==> src/rtl/cv32e40p_x_offload_queue.sv <==
// cv32e40p_x_offload_queue
// ------------------------
// Decouples the core's offload interface from a coprocessor. Requests pass
// through a DEPTH-entry FIFO. Results come back through a one-entry response
// register. The block also counts writebacks that have been issued to the
// coprocessor but not yet consumed by the core. Requests that need a
// writeback are held back while DEPTH results are already owed.
//
// Handshake semantics (all channels): a transfer happens in a cycle where
// valid and ready are both high at the rising edge of clk_i. A producer keeps
// valid and its payload stable until the transfer happens. ready may depend
// on valid. valid never depends on ready.
//
// Ports
//   clk_i, rst_i        clock; asynchronous active-high reset
//   x_valid_i/x_ready_o, x_rs_i, x_rs_valid_i, x_writeback_i
//                       core -> queue request
//   cop_valid_o/cop_ready_i, cop_rs_o, cop_rs_valid_o, cop_writeback_o
//                       queue -> coprocessor request (head of FIFO)
//   cop_rvalid_i/cop_rready_o, cop_rd_i, cop_data_i, cop_error_i
//                       coprocessor -> queue response
//   x_rvalid_o/x_rready_i, x_rd_o, x_data_o, x_error_o
//                       queue -> core response
//   flush_i             drop every queued request on the next edge
//   outstanding_o       writebacks issued but not yet taken by the core
//   empty_o             request FIFO is empty
//   spurious_o          one-cycle pulse when an unexpected response is dropped
//
// Optional feature: define CV32E40P_X_BYPASS_EN to let a request pass
// straight through to the coprocessor when the FIFO is empty.
module cv32e40p_x_offload_queue #(
  parameter int unsigned DEPTH = 4
) (
  input  logic                         clk_i,
  input  logic                         rst_i,
  // core request
  input  logic                         x_valid_i,
  output logic                         x_ready_o,
  input  logic [2:0][31:0]             x_rs_i,
  input  logic [2:0]                   x_rs_valid_i,
  input  logic                         x_writeback_i,
  // coprocessor request
  output logic                         cop_valid_o,
  input  logic                         cop_ready_i,
  output logic [2:0][31:0]             cop_rs_o,
  output logic [2:0]                   cop_rs_valid_o,
  output logic                         cop_writeback_o,
  // coprocessor response
  input  logic                         cop_rvalid_i,
  output logic                         cop_rready_o,
  input  logic [4:0]                   cop_rd_i,
  input  logic [31:0]                  cop_data_i,
  input  logic                         cop_error_i,
  // core response
  output logic                         x_rvalid_o,
  input  logic                         x_rready_i,
  output logic [4:0]                   x_rd_o,
  output logic [31:0]                  x_data_o,
  output logic                         x_error_o,
  // control / status
  input  logic                         flush_i,
  output logic [$clog2(DEPTH+1)-1:0]   outstanding_o,
  output logic                         empty_o,
  output logic                         spurious_o
);

  localparam int AW = (DEPTH > 1) ? $clog2(DEPTH) : 1;
  localparam int CW = $clog2(DEPTH + 1);

  // request storage
  logic [2:0][31:0] rs_mem  [DEPTH];
  logic [2:0]       rsv_mem [DEPTH];
  logic [DEPTH-1:0] wb_mem;

  logic [AW-1:0] wptr, rptr;
  logic [CW-1:0] count;

  logic fifo_empty, fifo_full;
  logic wb_stall;
  logic issue, issue_wb;
  logic push, pop;
  logic rsp_hs, rsp_take, rsp_spurious;

  assign fifo_empty = (count == '0);
  assign fifo_full  = (count == CW'(DEPTH));
  assign x_ready_o  = !fifo_full;
  assign empty_o    = fifo_empty;

  // A writeback request may not issue while every result slot is owed.
  assign wb_stall = (outstanding_o == CW'(DEPTH));

  always_comb begin
    cop_valid_o     = 1'b0;
    cop_rs_o        = '0;
    cop_rs_valid_o  = '0;
    cop_writeback_o = 1'b0;
    if (!fifo_empty) begin
      cop_valid_o     = !(wb_mem[rptr] && wb_stall);
      cop_rs_o        = rs_mem[rptr];
      cop_rs_valid_o  = rsv_mem[rptr];
      cop_writeback_o = wb_mem[rptr];
    end
`ifdef CV32E40P_X_BYPASS_EN
    else if (x_valid_i) begin
      cop_valid_o     = !(x_writeback_i && wb_stall);
      cop_rs_o        = x_rs_i;
      cop_rs_valid_o  = x_rs_valid_i;
      cop_writeback_o = x_writeback_i;
    end
`endif
  end

  assign issue    = cop_valid_o && cop_ready_i;
  assign issue_wb = issue && cop_writeback_o;
  assign pop      = issue && !fifo_empty;
  // An issue while the FIFO is empty can only be the bypassed request, which
  // must not also be stored. A flush wins over any push.
  assign push     = x_valid_i && x_ready_o && !flush_i && !(issue && fifo_empty);

  always_ff @(posedge clk_i) begin
    if (push) begin
      rs_mem[wptr]  <= x_rs_i;
      rsv_mem[wptr] <= x_rs_valid_i;
      wb_mem[wptr]  <= x_writeback_i;
    end
  end

  // Pointers wrap naturally because DEPTH is a power of two.
  always_ff @(posedge clk_i or posedge rst_i) begin
    if (rst_i) begin
      wptr  <= '0;
      rptr  <= '0;
      count <= '0;
    end else if (flush_i) begin
      wptr  <= '0;
      rptr  <= '0;
      count <= '0;
    end else begin
      if (push) wptr <= wptr + AW'(1);
      if (pop)  rptr <= rptr + AW'(1);
      count <= count + CW'(push) - CW'(pop);
    end
  end

  // response path
  assign cop_rready_o = !x_rvalid_o || x_rready_i;
  assign rsp_hs       = cop_rvalid_i && cop_rready_o;
  assign rsp_take     = x_rvalid_o && x_rready_i;
  // outstanding_o still counts the result held in the response register.
  // The coprocessor owes nothing more once the count equals that held
  // result. This also covers outstanding_o == 0, which implies an empty
  // register.
  assign rsp_spurious = rsp_hs && (outstanding_o == CW'(x_rvalid_o));

  always_ff @(posedge clk_i or posedge rst_i) begin
    if (rst_i) begin
      outstanding_o <= '0;
    end else begin
      outstanding_o <= outstanding_o + CW'(issue_wb) - CW'(rsp_take);
    end
  end

  always_ff @(posedge clk_i or posedge rst_i) begin
    if (rst_i) begin
      x_rvalid_o <= 1'b0;
      x_rd_o     <= '0;
      x_data_o   <= '0;
      x_error_o  <= 1'b0;
      spurious_o <= 1'b0;
    end else begin
      spurious_o <= rsp_spurious;
      if (rsp_hs && !rsp_spurious) begin
        x_rvalid_o <= 1'b1;
        x_rd_o     <= cop_rd_i;
        x_data_o   <= cop_data_i;
        x_error_o  <= cop_error_i;
      end else if (rsp_take) begin
        x_rvalid_o <= 1'b0;
      end
    end
  end

endmodule

==> config.mk <==
export PLATFORM = sky130hd
export DESIGN_NAME = cv32e40p_x_offload_queue
export DESIGN_NICKNAME = d
export VERILOG_FILES = /design/src/rtl/cv32e40p_x_offload_queue.sv
export SDC_FILE = /design/constraint.sdc
export NUM_CORES = 1
export LEC_CHECK = 0
export ABC_AREA = 1
export CAP_MARGIN = 10
export CORE_MARGIN = 2
export CORE_UTILIZATION = 30
export DETAILED_ROUTE_END_ITERATION = 12
export PLACE_DENSITY_LB_ADDON = 0.05
export REMOVE_ABC_BUFFERS = 1
export SLEW_MARGIN = 20
export SYNTH_ARGS = -nofsm -noshare
export SYNTH_HDL_FRONTEND = slang
export SYNTH_SLANG_ARGS = --single-unit
==> constraint.sdc <==
create_clock -name clk_i -period 10.33 [get_ports clk_i]
set_clock_uncertainty 0.05 [all_clocks]
set_input_delay 3.099 -clock clk_i [delete_from_list [all_inputs] [get_ports clk_i]]
set_output_delay 3.099 -clock clk_i [all_outputs]
set_load 0.1 [all_outputs]
### Word level (Yosys, flattened, before mapping)

Memories as Yosys holds them, arrays and structs flattened.
Cells that the tools add are included.

| storage, ports and cells | value |
|---|---|
| output and inout bits | 147 |
| memories kept | 2 |
| RAM bits | 396 |
| logic and storage cells | 67 |
| register bits | 54 |
| input bits | 145 |

| cells by class | value |
|---|---|
| mux-type cells | 18 |
| magnitude comparators | 3 |
| $add $sub $neg | 6 |
| reduce and logical (&&, ||, !) cells | 25 |
| equal/unequal tests | 3 |

Memories:

| memory | depth | bits a word | read ports | clocked after Yosys merged registers in | wr ports | RTL line | RTL |
|---|---|---|---|---|---|---|---|
| rs_mem | 4 | 96 | 1 | 0 | 1 | 71 | `logic [2:0][31:0] rs_mem [DEPTH];` |
| rsv_mem | 4 | 3 | 1 | 0 | 1 | 72 | `logic [2:0] rsv_mem [DEPTH];` |

Operator list:

| operator | number |
|---|---|
| $mux 96 | 1 |
| $logic_and 1x1->1 | 13 |
| $mux 1 | 8 |
| $mux 2 | 4 |
| $logic_not 1->1 | 7 |
| $add 3x1->3 | 2 |
| $eq 3x3->1 const B | 2 |
| $lt 2x3->1 const B | 2 |
| $mux 3 | 2 |
| $reduce_bool 2->1 | 3 |
| $sub 3x1->3 | 2 |
| $add 2x1->2 const B | 2 |
| $bwmux 4 | 1 |
| $eq 3x1->1 | 1 |
| $logic_not 3->1 | 1 |
| $bmux 1 s2 | 1 |
| $demux 1 s2 | 1 |
| $ge 2x1->1 const B | 1 |
| $logic_or 1x1->1 | 1 |

### Depth between registers and ports, before layout

| depth | value |
|---|---|
| word-level depth | 12 |
| mapped depth | 16 |

### Worst setup path after synthesis

No wires, ideal clock.

| timing path | value |
|---|---|
| path type | input to register |
| start | in flush_i |
| end | mem rs_mem[0][0] in the netlist's numbering (enable) |
| stages | 3 |
| data arrival time | 7.672 ns |
| path slack | 2.048 ns |
| required time | 9.720 ns |
| path buffers | 0 |
| cells stage by stage | inv_1 -> nand3_1 -> nor2_1 |

| between the ends | value |
|---|---|
| cells in the longest elaborated chain, start to end | 5 |

RTL lines:

| what | RTL line | RTL |
|---|---|---|
| start: declaration | 61 | `input logic flush_i,` |
| $logic_not 1->1 | 118 | `assign push = x_valid_i && x_ready_o && !flush_i && !(issue && fifo_empty);` |
| $logic_and 1x1->1 (2 in series) | 118 |  |
| $mux 1 | 121 | `if (push) begin` |
| $mux 1 (not written as such) | 122 | `rs_mem[wptr] <= x_rs_i;` |
| end: declaration | 71 |  |

Every way passes these cells.

### Worst setup path in the final report

| timing path | value |
|---|---|
| start | in x_rready_i |
| end | out cop_rready_o |

| between the ends | value |
|---|---|
| cells in the longest elaborated chain, start to end | 1 |

RTL lines:

| what | RTL line | RTL |
|---|---|---|
| start: declaration | 56 | `input logic x_rready_i,` |
| $logic_or 1x1->1 | 146 | `assign cop_rready_o = !x_rvalid_o \|\| x_rready_i;` |
| end: declaration | 50 | `output logic cop_rready_o,` |

Every way passes these cells.

==> results by group <==
Placement
  – Placer Congestion: 0.704
  – Port Buffers: 291
  – HPWL after DPL: 25,700 um

Route
  – Vias per Instance: 4.50
  – Routed WL per cell: 18.8 um
  – DRC errors left: 0
  – Total wire length: 47,200 um
  – Vias: 11,300
  – Post-route antenna net violation count: 0
  – Pre-Repair DR Iteration Count: 4
  – DR iter-0 viols: 493

Setup path
  – Req. time, crit path: 7.18 ns
  – Crit. End Element: output pin
  – Worst Setup SP: x_rready_i
  – Worst setup path end: cop_rready_o
  – Critical R2R Capture: outstanding_o[2]$_DFF_PP0_
  – Worst path arrival time: 4.89 ns
  – Worst reg2reg path depth: 12
  – Crit path max fanout: 4
  – CP Class: input pin to output pin
  – R2R Setup Slk: 6.27 ns
  – Worst r2r src: rptr[1]$_DFFE_PP0P_
  – Startpoint Class: input pin

Global routing
  – Gr usage total: 15.2%
  – Vias in the first global route: 11,200
  – Initial antenna violation count: 6
  – First-pass GRT wire length: 69,800 um
  – GR Overflow Total: 0
  – Largest net degree at the start of global routing: 105

Timing
  – Final Max Tran Viols: 0
  – Count of final hold-check violations: 0
  – Setup TNS: 0 ns
  – Post-route minimum period: 8.04 ns
  – Worst hold slack: 0.434 ns
  – RSZ-0062 raised after global routing: false
  – Worst-Margin Slew: 1.09 ns
  – Fmax: 0.124 GHz
  – Rel. slew slack: 27.4%
  – Fin crit share: 77.8%
  – Final setup vio count: 0

Synthesis
  – Fraction of registers with async set/reset: 11.1%
  – Flops & latches, synth: 450
  – Post-synth top cells: 410 x nor2_1, 400 x edfxtp_1, 229 x o21ai_0
  – Register area share after synthesis: 75.1%
  – Top_reg_cell synth: edfxtp_1
  – Count leader, synth: nor2_1
  – Syn Std Cell Area: 17,700 um2
  – Post-Syn Area per Cell: 12.4 um2
  – Area contributors post-synth: edfxtp_1 68%, nor2_1 8.7%, dfrtp_1 7.1%
  – Post-Syn Instances: 1,429
  – Distinct cells, synth: 23
  – Syn. warnings: 0
  – Yosys top cell area share: 68.0%
  – Synth area leader: edfxtp_1
  – EDFF count, synth: 400

Die
  – Starting Density: 30.5%
  – # rows: 88
  – I/O Pins: 292
  – Die Ht: 247 um
  – Core ar.: 57,900 um2
  – DIE AREA: 60,800 um2
  – Die X: 247 um

CTS
  – CTS buffer count: 52
  – Post-cts sizing count: 0
  – Clock Sinks: 450
  – H-Tree Depth: 2
  – Clock tree from TritonCTS: yes
  – Clk slew on worst S/H paths: 0.06 ns
  – Hold buffer count at cts: 0
  – Worst skew pair latency: 0.58 ns
  – Postcts setup bufs: 0
  – Clock Path Buffers: 3
  – CTS Root Cell: clkbuf_16

Layout
  – Fillcell total: 5,655
  – Synth-to-Final Area Change: 29.2%
  – Multi-input logic area: 3750 um2
  – Layout cells sized above 1: 5.79%
  – NumNets Final: 1,860
  – Area taken by flip-flops and latches: 13,300 um2

Run status
  – Status: completed

Job
  – Max-Cap Viols: 0

Worst hold path
  – Worst hold path type: flop to flop
[layout make-up]
cell class,instances,share of cell area (%)
flip-flops and latches,450,58.2
multi-input cells,832,16.4
repair buffers,307,13.3
clock buffers,65,5.92
well taps,765,4.19
inverters,62,1.06
clock inverters,29,0.872
diodes,2,0.0219
[stage by stage]
stage	setup WS, ns	cell area (um2)	util [%]	std cells
after floorplan	0.416	17200	-	1344
after global placement	2.28	21300	36.7	2416
after detailed placement	2.28	21300	36.7	2416
after CTS	2.28	22800	39.4	2510
after global routing	2.23	22800	39.4	2510
final	2.29	22800	39.4	2512
[critical path, cell delays in order]
cell             delay (ns)
clkdlybuf4s50_1        0.48
inv_1                  0.04
nand2_1                0.12
clkdlybuf4s50_1        1.15
[placed cells by master (no fill, tap or decap), drive strengths merged]
master | synthesis | final
clkinv | 0 | 25
a21oi | 100 | 100
diode | 0 | 2
fa | 2 | 2
clkbuf | 28 | 65
clkdlybuf4s50 | 0 | 291
dfrtp | 50 | 50
inv | 62 | 62
edfxtp | 400 | 400
o21ai | 238 | 238
buf | 57 | 16
nand2 | 58 | 58
bufinv | 0 | 2
xor2 | 2 | 2
clkinvlp | 0 | 2
o211ai | 1 | 1
nor2 | 410 | 410
nand3 | 10 | 10
xnor2 | 3 | 3
ha | 8 | 8
[cell families (layout without fill, tap and decap cells)]
| logic type | Yosys count | in the layout | synth area share, % |
|---|---|---|---|
| flip-flops | 450 | 450 | 75.1 |
| XOR/XNOR | 5 | 5 | 0.248 |
| AND/OR/NAND/NOR | 478 | 478 | 10.4 |
| buffers and inverters | 147 | 463 | 3.85 |
| AO/OA/AOI/OAI | 339 | 339 | 9.65 |
| other | 0 | 2 | 0 |
| adder cells (fa/ha/maj) | 10 | 10 | 0.793 |
[layer usage]
layer	global-route usage (%)	part of all wire (%)
met1	19.6	44
met2	25.2	47
met3	4.34	6.9
met4	4.06	1.7
met5	0	0.11
[worst min path at each step]
| stage | cells past startpoint | endpoint | startpoint | slack, ns |
|---|---|---|---|---|
| after global placement | 2 | x_rd_o[3]$_DFFE_PP0P_ | x_rd_o[3]$_DFFE_PP0P_ | 0.42 |
| final | 2 | x_data_o[16]$_DFFE_PP0P_ | x_data_o[16]$_DFFE_PP0P_ | 0.43 |
| after floorplan | 1 | wptr[0]$_DFFE_PP0P_ | wptr[0]$_DFFE_PP0P_ | 0.47 |
| after detailed placement | 2 | x_data_o[16]$_DFFE_PP0P_ | x_data_o[16]$_DFFE_PP0P_ | 0.42 |
| after CTS | 2 | x_data_o[16]$_DFFE_PP0P_ | x_data_o[16]$_DFFE_PP0P_ | 0.44 |
| after global routing | 2 | x_data_o[21]$_DFFE_PP0P_ | x_data_o[21]$_DFFE_PP0P_ | 0.47 |
[state kept, by name, indices dropped and copies added, names as in the netlist]
signal / count
x_error_o: 1
rs_mem: 384
outstanding_o: 3
wb_mem: 4
rsv_mem: 12
x_rvalid_o: 1
count: 3
spurious_o: 1
rptr: 2
x_data_o: 32
wptr: 2
x_rd_o: 5
Power is not shown: default switching activity piles up to over one toggle a cycle in this logic, so the estimate is an artifact.
